File: src/rtl/seg_pkg.sv
// Shared constants, state encoding and leading-zero helper for the display scanner.
package seg_pkg;

  // Upper bound on digit count handled by the leading-zero helper.
  localparam int unsigned MAX_DIGITS = 16;

  // Active-low segments: all ones means every segment dark.
  localparam logic [0:6] SEG_OFF = 7'b1111111;

  localparam logic [1:0] ST_IDLE  = 2'd0;
  localparam logic [1:0] ST_BLANK = 2'd1;
  localparam logic [1:0] ST_SHOW  = 2'd2;

  typedef enum logic [1:0] {
    S_IDLE  = ST_IDLE,
    S_BLANK = ST_BLANK,
    S_SHOW  = ST_SHOW
  } state_e;

  // Bit i set when digit i is a leading zero to be blanked; digit 0 is never blanked.
  function automatic logic [MAX_DIGITS-1:0] lz_mask(input logic [4*MAX_DIGITS-1:0] nibbles,
                                                    input int unsigned digits,
                                                    input logic en);
    logic [MAX_DIGITS-1:0] mask;
    logic leading;
    mask    = '0;
    leading = 1'b1;
    for (int unsigned i = MAX_DIGITS - 1; i >= 1; i--) begin
      if (i < digits) begin
        leading = leading & (nibbles[4*i +: 4] == 4'd0);
        mask[i] = en & leading;
      end
    end
    return mask;
  endfunction

endpackage

File: src/rtl/decoder_0_F.sv
// Hex nibble to active-low seven-segment pattern, segments ordered a..g as [0:6].
module decoder_0_F
  import seg_pkg::*;
(
  input  logic [3:0] bin,
  output logic [0:6] seg
);

  // Combinational lookup of the 0-F glyph set.
  always_comb begin
    seg = SEG_OFF;
    unique case (bin)
      4'h0: seg = 7'b0000001;
      4'h1: seg = 7'b1001111;
      4'h2: seg = 7'b0010010;
      4'h3: seg = 7'b0000110;
      4'h4: seg = 7'b1001100;
      4'h5: seg = 7'b0100100;
      4'h6: seg = 7'b0100000;
      4'h7: seg = 7'b0001111;
      4'h8: seg = 7'b0000000;
      4'h9: seg = 7'b0000100;
      4'hA: seg = 7'b0001000;
      4'hB: seg = 7'b1100000;
      4'hC: seg = 7'b0110001;
      4'hD: seg = 7'b1000010;
      4'hE: seg = 7'b0110000;
      4'hF: seg = 7'b0111000;
      default: seg = SEG_OFF;
    endcase
  end

endmodule

File: src/rtl/seg_scan_ctrl.sv
// Multiplexed seven-segment scanner: one shared decoder, per-slot blanking dead-time,
// frame-level snapshot of the displayed value and optional leading-zero suppression.
module seg_scan_ctrl
  import seg_pkg::*;
#(
  parameter int unsigned CLK_HZ    = 50_000_000,
  parameter int unsigned SCAN_HZ   = 1000,
  parameter int unsigned DIGITS    = 4,
  parameter int unsigned BLANK_CYC = 500,
  parameter int unsigned S         = 7
) (
  input  logic                  clk,
  input  logic                  rst,
  input  logic                  enable,
  input  logic                  lz_supp,
  input  logic [4*DIGITS-1:0]   digits_in,
  input  logic [DIGITS-1:0]     dp_in,
  output logic [0:S-1]          seg_out,
  output logic                  dp_out,
  output logic [DIGITS-1:0]     an_out,
  output logic                  frame_start
);

  localparam int unsigned PERIOD = CLK_HZ / SCAN_HZ;
  localparam int unsigned CNT_W  = $clog2(PERIOD);
  localparam int unsigned IDX_W  = $clog2(DIGITS);

  localparam logic [CNT_W-1:0]  CNT_BLANK_LAST = CNT_W'(BLANK_CYC - 1);
  localparam logic [CNT_W-1:0]  CNT_LAST       = CNT_W'(PERIOD - 1);
  localparam logic [IDX_W-1:0]  IDX_LAST       = IDX_W'(DIGITS - 1);
  localparam logic [DIGITS-1:0] AN_ONE         = DIGITS'(1);

  state_e                state_q;
  logic [CNT_W-1:0]      cnt_q;
  logic [IDX_W-1:0]      idx_q;
  logic [4*DIGITS-1:0]   snap_dig_q;
  logic [DIGITS-1:0]     snap_dp_q;
  logic                  snap_lz_q;

  logic [3:0]               cur_nib;
  logic [0:6]               dec_seg;
  logic [4*MAX_DIGITS-1:0]  nib_pad;
  logic [MAX_DIGITS-1:0]    lz_full;
  logic [DIGITS-1:0]        blank_vec;

  // Select the current digit's snapshot nibble and its leading-zero blanking flag.
  always_comb begin
    nib_pad                 = '0;
    nib_pad[4*DIGITS-1:0]   = snap_dig_q;
    lz_full                 = lz_mask(nib_pad, DIGITS, snap_lz_q);
    blank_vec               = lz_full[DIGITS-1:0];
    cur_nib                 = snap_dig_q[{idx_q, 2'b00} +: 4];
  end

  decoder_0_F u_dec (
    .bin (cur_nib),
    .seg (dec_seg)
  );

  // Scan FSM with slot counter, digit index, frame snapshot and registered pin outputs.
  always_ff @(posedge clk or posedge rst) begin
    if (rst) begin
      state_q     <= S_IDLE;
      cnt_q       <= '0;
      idx_q       <= '0;
      snap_dig_q  <= '0;
      snap_dp_q   <= '0;
      snap_lz_q   <= 1'b0;
      an_out      <= '1;
      seg_out     <= SEG_OFF;
      dp_out      <= 1'b1;
      frame_start <= 1'b0;
    end else if (!enable) begin
      state_q     <= S_IDLE;
      cnt_q       <= '0;
      idx_q       <= '0;
      an_out      <= '1;
      seg_out     <= SEG_OFF;
      dp_out      <= 1'b1;
      frame_start <= 1'b0;
    end else begin
      frame_start <= 1'b0;
      unique case (state_q)
        S_IDLE: begin
          state_q     <= S_BLANK;
          cnt_q       <= '0;
          idx_q       <= '0;
          snap_dig_q  <= digits_in;
          snap_dp_q   <= dp_in;
          snap_lz_q   <= lz_supp;
          frame_start <= 1'b1;
        end
        S_BLANK: begin
          cnt_q <= cnt_q + 1'b1;
          if (cnt_q == CNT_BLANK_LAST) begin
            state_q <= S_SHOW;
            an_out  <= ~(AN_ONE << idx_q);
            seg_out <= blank_vec[idx_q] ? SEG_OFF : dec_seg;
            dp_out  <= ~snap_dp_q[idx_q];
          end
        end
        S_SHOW: begin
          if (cnt_q == CNT_LAST) begin
            cnt_q   <= '0;
            state_q <= S_BLANK;
            an_out  <= '1;
            seg_out <= SEG_OFF;
            dp_out  <= 1'b1;
            if (idx_q == IDX_LAST) begin
              // Wrapping to digit 0 starts a new frame: take a fresh snapshot.
              idx_q       <= '0;
              snap_dig_q  <= digits_in;
              snap_dp_q   <= dp_in;
              snap_lz_q   <= lz_supp;
              frame_start <= 1'b1;
            end else begin
              idx_q <= idx_q + 1'b1;
            end
          end else begin
            cnt_q <= cnt_q + 1'b1;
          end
        end
        default: state_q <= S_IDLE;
      endcase
    end
  end

endmodule

File: config.mk
export PLATFORM = sky130hd
export DESIGN_NAME = seg_scan_ctrl
export DESIGN_NICKNAME = d
export VERILOG_FILES = /design/src/rtl/seg_pkg.sv /design/src/rtl/decoder_0_F.sv /design/src/rtl/seg_scan_ctrl.sv
export SDC_FILE = /design/constraint.sdc
export NUM_CORES = 1
export LEC_CHECK = 0
export ABC_AREA = 1
export CAP_MARGIN = 15
export CELL_PAD_IN_SITES_DETAIL_PLACEMENT = 0
export CELL_PAD_IN_SITES_GLOBAL_PLACEMENT = 1
export CORE_MARGIN = 10
export CORE_UTILIZATION = 44
export CTS_CLUSTER_SIZE = 40
export DETAILED_ROUTE_END_ITERATION = 7
export GPL_TIMING_DRIVEN = 0
export MAX_ROUTING_LAYER = met4
export PLACE_DENSITY = 0.95
export SLEW_MARGIN = 20
export SYNTH_ARGS = -nofsm -noshare
export SYNTH_HDL_FRONTEND = slang
export SYNTH_SLANG_ARGS = --single-unit
File: constraint.sdc
create_clock -name clk -period 3.1 [get_ports clk]
set_input_delay 0.62 -clock clk [delete_from_list [all_inputs] [get_ports clk]]
set_output_delay 0.62 -clock clk [all_outputs]
set_load 0.1 [all_outputs]
-- Word-level counts from Yosys, hierarchy flattened
Memory sizes are Yosys's and may differ from the RTL's.
Cells that the tools add are included.
Widths: inputs -> output; s select.
- bitwise gates (word level): 7
- muxes and demuxes: 41
- shifts and indexed selects: 2
- add/subtract/negate cells: 2
- reductions and logical operators: 9
- order comparisons: 1
- equality and inequality tests: 12
- operator list (kind ; count):
    $mux 16 ; 4
    $pmux 16 s3 ; 1
    $pmux 16 s2 ; 1
    $mux 7 ; 4
    $mux 4 ; 5
    $add 16x1->16 const B ; 1
    $eq 16x16->1 const B ; 1
    $eq 16x9->1 const B ; 1
    $pmux 4 s2 ; 2
    $shiftx 16x5->4 ; 1
    $pmux 7 s2 ; 1
    $logic_not 4->1 ; 3
    $mux 2 ; 6
    $mux 1 ; 10
    $ne 3x1->1 const B ; 2
    $ne 3x3->1 const B ; 2
    $pmux 1 s2 ; 3
    $pmux 2 s3 ; 1
    $and 1x1->1 ; 5
    $bmux 1 s2 ; 2
    $eq 2x2->1 const B ; 2
    $ne 2x2->1 const B ; 2
    $ne 4x1->1 const B ; 1
    $not 4->4 ; 1
    other kinds (11) ; 12
- register bits: 54
- memory bits (read-only): 112
- bits of input ports: 24
- memories kept: 1
- memories (name ; depth ; bits a word ; rd ports ; clocked after Yosys merged registers in ; write ports ; RTL line ; source):
    (no name shown) ; 16 ; 7 ; 1 ; 0 ; 0 ; decoder_0_F.sv:12 ; unique case (bin)

-- Logic depth before layout (Yosys ltp)
Gate-level depths: netlist (run 1).
- depth after elaboration: 10
- gate-level depth with buffers: 14
- gate-level depth less buffers: 13

-- Hierarchy
Synthesis (run 1) repeated with hierarchy kept, for this count alone.
- cell total of the unflattened synthesis: 462
- area, all modules: 3339.5 µm²
- modules (own cells, without submodules) (module ; area each (µm²) ; instances ; sequential area each (µm²) ; cells each):
    seg_scan_ctrl ; 3065.4 ; 1 ; 1366.3 ; 413
    decoder_0_F ; 274.0 ; 1 ; 0.0 ; 49

-- Least setup slack after synthesis (run 1)
OpenSTA, ideal clock, no wires.
- kind: reg2reg
- start point: reg idx_q[0]
- end point: reg seg_out[3] (netlist bit)
- path slack: 1399 ps
- library setup time: 58 ps
- required time: 3042 ps
- stages on the path, launching flop included: 13
- arrival: 1643 ps
- buffers on the path: 1
- cell sequence: dfrtp_1 inv_2 buf_2 nand2_1 nand3_1 nand2_1 ha_1 nand3b_1 nand3_1 nand2_1 nand2_1 nand2_1 inv_1
- word-level cells in the longest chain between the ends: 6
- RTL lines (element ; RTL line ; source):
    start: declaration ; seg_scan_ctrl.sv:35 ; logic [IDX_W-1:0] idx_q;
    start signal: assignment ; seg_scan_ctrl.sv:117 ; idx_q <= idx_q + 1'b1;
    $shiftx 16x5->4 or $bmux 1 s2 (tied branches) ; seg_scan_ctrl.sv:52, seg_scan_ctrl.sv:98 ;
    $mem_v2 16x7 or $mux 1 (tied branches) ; - ;
    $mux 7 (*) ; seg_scan_ctrl.sv:98 ; seg_out <= blank_vec[idx_q] ? SEG_OFF : dec_seg;
    $mux 7 (*) ; seg_scan_ctrl.sv:95 ; if (cnt_q == CNT_BLANK_LAST) begin
    $pmux 7 s2 (*) ; seg_scan_ctrl.sv:83 ; unique case (state_q)
    $mux 7 (*) ; seg_scan_ctrl.sv:73 ; end else if (!enable) begin
    end signal: assignment ; seg_scan_ctrl.sv:98 ;
    end: declaration ; seg_scan_ctrl.sv:18 ; output logic [0:S-1] seg_out,
Every way passes the cells marked *; elsewhere a longest branch is shown, timed or not. The select of a mux whose other input is x is not followed.
A chain may end at the register's enable or synchronous reset.

-- Final worst setup path (run 1)
- start point: reg an_out[2]
- end point: out an_out[2]
- RTL lines (element ; RTL line ; source):
    start: declaration ; seg_scan_ctrl.sv:20 ; output logic [DIGITS-1:0] an_out,
    start signal: assignment ; seg_scan_ctrl.sv:97 ; an_out <= ~(AN_ONE << idx_q);
No word-level cell between the ends.

==> key figures, run 1 <==
Run status
  – Status: finished clean

Timing
  – Peak Freq: 383 MHz
  – Final Slew Violations: 0
  – Rel. slew slack: 0.349
  – Tmin final: 2.61 ns
  – Least-Margin Pin Slew: 0.974 ns
  – Fin Setup TNS: 0 ns
  – Post-Route Skew: 0.0120 ns
  – Tcrit/Tclk final: 0.842
  – Unrepaired setup endpoints after global routing: false
  – Hold Fails Final Rpt: 0
  – Final setup violating endpoints: 0

Global route
  – Largest net degree at the start of global routing: 55
  – Total GRT Usage: 0.137
  – Overflow after GRT: 0
  – Vias in the first global route: 2,730
  – Global-route wire length before repair: 12,500 microns
  – Initial antenna violation count: 0

Worst setup path
  – Cells along the critical path: clkdlybuf4s50_1
  – Worst EP required: 2.48 ns
  – Startpoint types: flop
  – Critical path class: flop to output pin
  – Worst Setup End Kind: output pin
  – Max incr delay on CP: 1.13 ns
  – Critical path buffer and inverter count: 1
  – CP max FO: 2
  – Slowest CP cell: clkdlybuf4s50_1
  – Crit path DAT: 1.99 ns
  – CP top delay family: buffers and inverters

CTS
  – Post-CTS Setup Repair Bufs: 0
  – Clock transition at the registers of the reported paths: 0.10 ns
  – Root buf cell: clkbuf_8
  – CTS Hold Bufs: 0
  – Clock latency at the later pin of the worst-skew pair: 0.31 ns
  – CTS tree: yes
  – CTS max path bufs: 2
  – PostCTS Resize Cnt: 0
  – Clock sinks: 54
  – Htree depth: 2
  – CTS buffer count: 5

Final layout
  – Share of cells above drive strength 1: 0.105
  – FILL cells: 720
  – Area Overhead vs Synth: 18.3%
  – Post-Layout Cell Count: 576
  – Most common cell after layout, fill and taps aside: nand2_1
  – Diode count: 0
  – Final nets: 515
  – Most frequent cells in the layout: 125 x nand2_1, 62 x inv_1, 42 x dfrtp_1

Drt
  – Initial drt markers: 178
  – WL/cell: 12.7 microns
  – DRT Pass-1 Iters: 4
  – Vias/cell: 4.81
  – Vias: 2,771
  – Post-route DRC violation count: 0
  – DRT Wirelength: 7300 microns
  – Antenna-violating nets left: 0

Floorplan
  – Die width: 105 microns
  – Core area: 7180 sq um
  – Initial Util: 0.446
  – Num ports: 37
  – Die Ht: 105 microns
  – Die ar.: 11,100 sq um
  – Rows: 31

Yosys
  – Post-synthesis average cell area: 7.39 sq um
  – FF+latch count, synth: 54
  – Syn. warnings: 0
  – Async set-or-reset flop fraction in the synthesized netlist: 1.00
  – Post-synth top flop: dfrtp_1
  – Post-synth EDFFs: 0
  – Post-synth cell types: 33
  – Seq/Total Area, Yosys: 0.427
  – Synth top area share: 0.329
  – Post-synthesis instance total: 433
  – Dominant cells by area after synthesis: dfrtp_1 33%, nand2_1 15%, dfstp_2 9.9%, inv_1 7.4%, ha_1 5.9%
  – Post-Syn Area: 3200 sq um
  – Cell type with the largest total area after synthesis: dfrtp_1
  – Mapped Nets: 472

Placed design
  – Post-Place Cells: 568
  – RePlAce Congestion: 0.919
  – DP HPWL: 5610 microns
  – PortBufs: 36

Hold path
  – HP Class: flop to flop

Pwr
  – Pleak: 1.91 nW
  – Pwr per Cell Area: 937 nW/um^2
  – Peak VDD IR: 0.000261 V

Run
  – Max Cap Viol: 0
-- Yosys cell counts, drive strengths merged (5+ instances only) --
master	count
nand2	131
nand3	35
a21oi	23
nor3	5
nor2	42
dfstp	12
dfrtp	42
buf	8
ha	15
inv	71
a21boi	5
o21ai	27
-- worst paths after layout --
| path | end | depth (start not counted) | from | slack [ns] |
|---|---|---|---|---|
| min in group asynchronous | snap_dig_q[12] | 2 | rst | 0.75 |
| worst min register to register | dp_out | 2 | dp_out | 0.48 |
| worst max-delay path | an_out[2] | 1 | an_out[2] | 0.49 |
| max in group asynchronous | cnt_q[2] | 2 | rst | 1.89 |
| worst max register to register | seg_out[5] | 11 | idx_q[0] | 1.03 |
| worst min-delay path | dp_out | 2 | dp_out | 0.48 |
-- metal layers --
metal  wire, microns  part of all wire  up-vias  global-route usage
li1                -                 -     1436                   -
met3             274             0.038        7              0.0292
met1            3560              0.49     1274               0.172
met5               0                 0        -                   -
met4              96             0.013        0              0.0402
met2            3380              0.46       54               0.216
-- area by class of cell --
cell class	instances	area [sq um]	area share
multi-input cells	300	1510	0.400
well taps	99	124	0.0327
inverters	71	269	0.0711
flip-flops and latches	54	1370	0.361
clock inverters	2	16.3	0.00430
repair buffers	36	360	0.0952
plain buffers	8	52.6	0.0139
clock buffers	6	82.6	0.0218
-- logic make-up (layout without fill, tap and decap cells) --
logic type                 after synthesis  after routing  share of synthesized area
DFF                                     54             54                      0.427
xor gates and xnor gates                 3              3                    0.00821
buffers and inverters                   79            123                     0.0997
AOI/OAI and AO/OA                       61             61                      0.109
adders and majority gates               15             15                     0.0587
and+or+nand+nor                        221            221                      0.298
-- power by group --
group | internal [mW] | leakage [nW] | total [mW] | switching [mW]
Sequential | 0.983 | 0.662 | 1.13 | 0.148
Clock | 0.185 | 0.0478 | 0.428 | 0.244
Combinational | 0.585 | 1.20 | 1.99 | 1.40
-- state kept, by name, indices dropped and copies added (netlist names) --
name	flops
state_q	2
snap_dig_q	16
seg_out	7
cnt_q	16
frame_start	1
idx_q	2
snap_lz_q	1
an_out	4
snap_dp_q	4
dp_out	1
-- stage by stage --
stage	worst slack, ns	area [sq um]	utilization	hold WS (ns)	power, mW
detailed placement	0.661	3690	0.514	0.460	3.15
global route	0.436	3780	0.527	0.499	3.83
global placement	0.158	3680	0.513	0.459	3.10
finish	0.490	3780	0.527	0.477	3.55
floorplan	1.19	3200	-	0.448	2.68
CTS	0.477	3780	0.527	0.477	3.58
Power figures use the tool's default switching activity.
==> run 2: changes to the inputs <==
--- a/config.mk
+++ b/config.mk
@@ -10,12 +10,12 @@
 export CELL_PAD_IN_SITES_DETAIL_PLACEMENT = 0
 export CELL_PAD_IN_SITES_GLOBAL_PLACEMENT = 1
 export CORE_MARGIN = 10
-export CORE_UTILIZATION = 44
+export CORE_UTILIZATION = 37
 export CTS_CLUSTER_SIZE = 40
 export DETAILED_ROUTE_END_ITERATION = 7
 export GPL_TIMING_DRIVEN = 0
 export MAX_ROUTING_LAYER = met4
-export PLACE_DENSITY = 0.95
+export PLACE_DENSITY = 0.86
 export SLEW_MARGIN = 20
 export SYNTH_ARGS = -nofsm -noshare
 export SYNTH_HDL_FRONTEND = slang
==> constraint.sdc (replaced) <==
create_clock -name clk -period 2.25 [get_ports clk]
set_input_delay 0.45 -clock clk [delete_from_list [all_inputs] [get_ports clk]]
set_output_delay 0.45 -clock clk [all_outputs]
set_load 0.1 [all_outputs]
==> run 2 against run 1 <==
Net effect: clock power increased by 34%; combinational power increased by 33%; count of clock-buffer cells in the layout decreased by 1.
==> key figures, run 2 (synthesis gave the netlist of run 1 again) <==
Run status
  – Status: finished clean

CTS
  – CTS tree: yes
  – CTS max path bufs: 2 (unchanged)
  – Clock latency at the later pin of the worst-skew pair: 0.32 ns (about the same)
  – Root buf cell: clkbuf_8
  – CTS Hold Bufs: 0 (unchanged)
  – PostCTS Resize Cnt: 13 (+13)
  – CTS buffer count: 5 (unchanged)
  – Clock transition at the registers of the reported paths: 0.10 ns (about the same)
  – Htree depth: 2 (unchanged)
  – Post-CTS Setup Repair Bufs: 0 (unchanged)
  – Clock sinks: 54 (unchanged)

Floorplan
  – Die ar.: 12,800 sq um (+15%)
  – Core area: 8300 sq um (+16%)
  – Die Ht: 113 microns (+7.3%)
  – Num ports: 37 (unchanged)
  – Die width: 113 microns (+7.3%)
  – Rows: 33 (+6.5%)
  – Initial Util: 0.385 (-0.0604)

Pwr
  – Pleak: 1.90 nW (-0.12%)
  – Pwr per Cell Area: 1270 nW/um^2 (+35%)
  – Peak VDD IR: 0.000458 V (+75%)
  – Pwr Total: 4.78 mW (+35%)

Drt
  – DRT Wirelength: 7190 microns (-1.5%)
  – Post-route DRC violation count: 0 (unchanged)
  – Initial drt markers: 193 (+8.4%)
  – DRT Pass-1 Iters: 4 (unchanged)
  – WL/cell: 12.4 microns (-2.4%)
  – Vias/cell: 4.70 (-2.4%)
  – Vias: 2,728 (-1.6%)
  – Antenna-violating nets left: 0 (unchanged)

Worst setup path
  – Worst Setup End Kind: output pin
  – Slowest CP cell: dlygate4sd2_1
  – Worst EP required: 1.80 ns (-0.68 ns)
  – Startpoint types: flop
  – Crit path DAT: 1.72 ns (-0.27 ns)
  – Critical path class: flop to output pin
  – Cells along the critical path: dlygate4sd2_1
  – R2R cell count: 10 (-1)
  – R2R Setup Slk: 0.29 ns (-0.74 ns)
  – Critical path buffer and inverter count: 1 (unchanged)
  – Worst R2R End: seg_out[5]
  – Critical R2R Launch: idx_q[0]
  – Max incr delay on CP: 0.86 ns (-0.27 ns)
  – CP max FO: 2 (unchanged)
  – CP top delay family: buffers and inverters

Global route
  – Global-route wire length before repair: 12,700 microns (+1.3%)
  – Initial antenna violation count: 0 (unchanged)
  – Vias in the first global route: 2,667 (-2.3%)
  – Total GRT Usage: 0.119 (-0.0173)
  – Overflow after GRT: 0 (unchanged)
  – Largest net degree at the start of global routing: 55 (unchanged)

Final layout
  – Top Registers: cnt_q x16, snap_dig_q x16, seg_out x7
  – Area Overhead vs Synth: 17.7%
  – Final nets: 514 (-0.19%)
  – FILL cells: 865 (+20%)
  – Post-Layout Cell Count: 581 (+0.87%)
  – Diode count: 0 (unchanged)
  – Share of cells above drive strength 1: 0.103 (-0.00188)
  – Most frequent cells in the layout: 125 x nand2_1, 62 x inv_1, 42 x dfrtp_1
  – Most common cell after layout, fill and taps aside: nand2_1

Timing
  – Final setup violating endpoints: 0 (unchanged)
  – Hold Fails Final Rpt: 0 (unchanged)
  – Unrepaired setup endpoints after global routing: false
  – Rel. slew slack: 0.360 (+0.0112)
  – Peak Freq: 460 MHz
  – Final Slew Violations: 0 (unchanged)
  – Setup ws final: 0.0781 ns (-0.412 ns)
  – Tcrit/Tclk final: 0.965
  – Fin Setup TNS: 0 ns (unchanged)
  – Post-Route Skew: 0.0114 ns (-0.000597 ns)
  – Least-Margin Pin Slew: 0.964 ns (-0.00994 ns)
  – Tmin final: 2.17 ns

Placed design
  – RePlAce Congestion: 0.878 (-4.4%)
  – PortBufs: 36 (unchanged)
  – Post-Place Cells: 574 (+1.1%)
  – DP HPWL: 5510 microns (-1.9%)
  – Pre-CTS setup slack: 0.0147 ns (-0.647 ns)

Hold path
  – HP Start: an_out[0]
  – WHS Endpoint: an_out[0]
  – HP Class: flop to flop
  – Hold path cells: 2 (unchanged)

Run
  – Max Cap Viol: 0 (unchanged)
[run 2: area by class of cell]
type | instances | area, sq um | area share
multi-input combinational | 300 | 1510 | 0.402
tap | 105 | 131 | 0.0349
inverter | 71 | 269 | 0.0714
sequential | 54 | 1370 | 0.363
timing repair buffer | 36 | 344 | 0.0914
buffer | 7 | 47.5 | 0.0126
clock buffer | 5 | 68.8 | 0.0183
clock inverter | 3 | 25.0 | 0.00664
[run 2: metal layers]
metal | part of all wire | global-route usage
met1 | 0.52 | 0.165
met2 | 0.42 | 0.171
met3 | 0.045 | 0.0275
met4 | 0.013 | 0.0321
met5 | 0 | -
[run 2: worst max-delay path by stage]
stage	start	slack, ns	end	cells past startpoint
3_3_place_gp	rst	-0.54	snap_dig_q[3]	2
6_report	an_out[1]	0.08	an_out[1]	1
5_1_grt	an_out[2]	0.03	an_out[2]	1
2_1_floorplan	rst	0.51	cnt_q[0]	1
3_5_place_dp	enable	0.01	cnt_q[12]	9
4_1_cts	an_out[1]	0.06	an_out[1]	1
[run 2: where the power goes]
part,internal (mW),total (mW),switching (mW)
clock,0.226,0.575,0.350
combinational,0.732,2.65,1.92
sequential,1.35,1.55,0.199
total,2.31,4.78,2.47
[run 2: through the flow]
step                hold WS [ns]  area, sq um  utilization
floorplan                  0.448         3200            -
global route               0.504         3770        0.454
detailed placement         0.475         3690        0.445
CTS                        0.490         3770        0.454
global placement           0.454         3690        0.445
finish                     0.483         3770        0.454
==> run 3: changes to the inputs <==
--- a/config.mk
+++ b/config.mk
@@ -11,6 +11,7 @@
 export CELL_PAD_IN_SITES_GLOBAL_PLACEMENT = 1
 export CORE_MARGIN = 10
 export CORE_UTILIZATION = 37
+export CTS_BUF_LIST = sky130_fd_sc_hd__clkbuf_8 sky130_fd_sc_hd__clkbuf_16
 export CTS_CLUSTER_SIZE = 40
 export DETAILED_ROUTE_END_ITERATION = 7
 export GPL_TIMING_DRIVEN = 0
==> results of run 3 <==
Same layout as run 2: the final DEF is identical, and so are final timing and power.
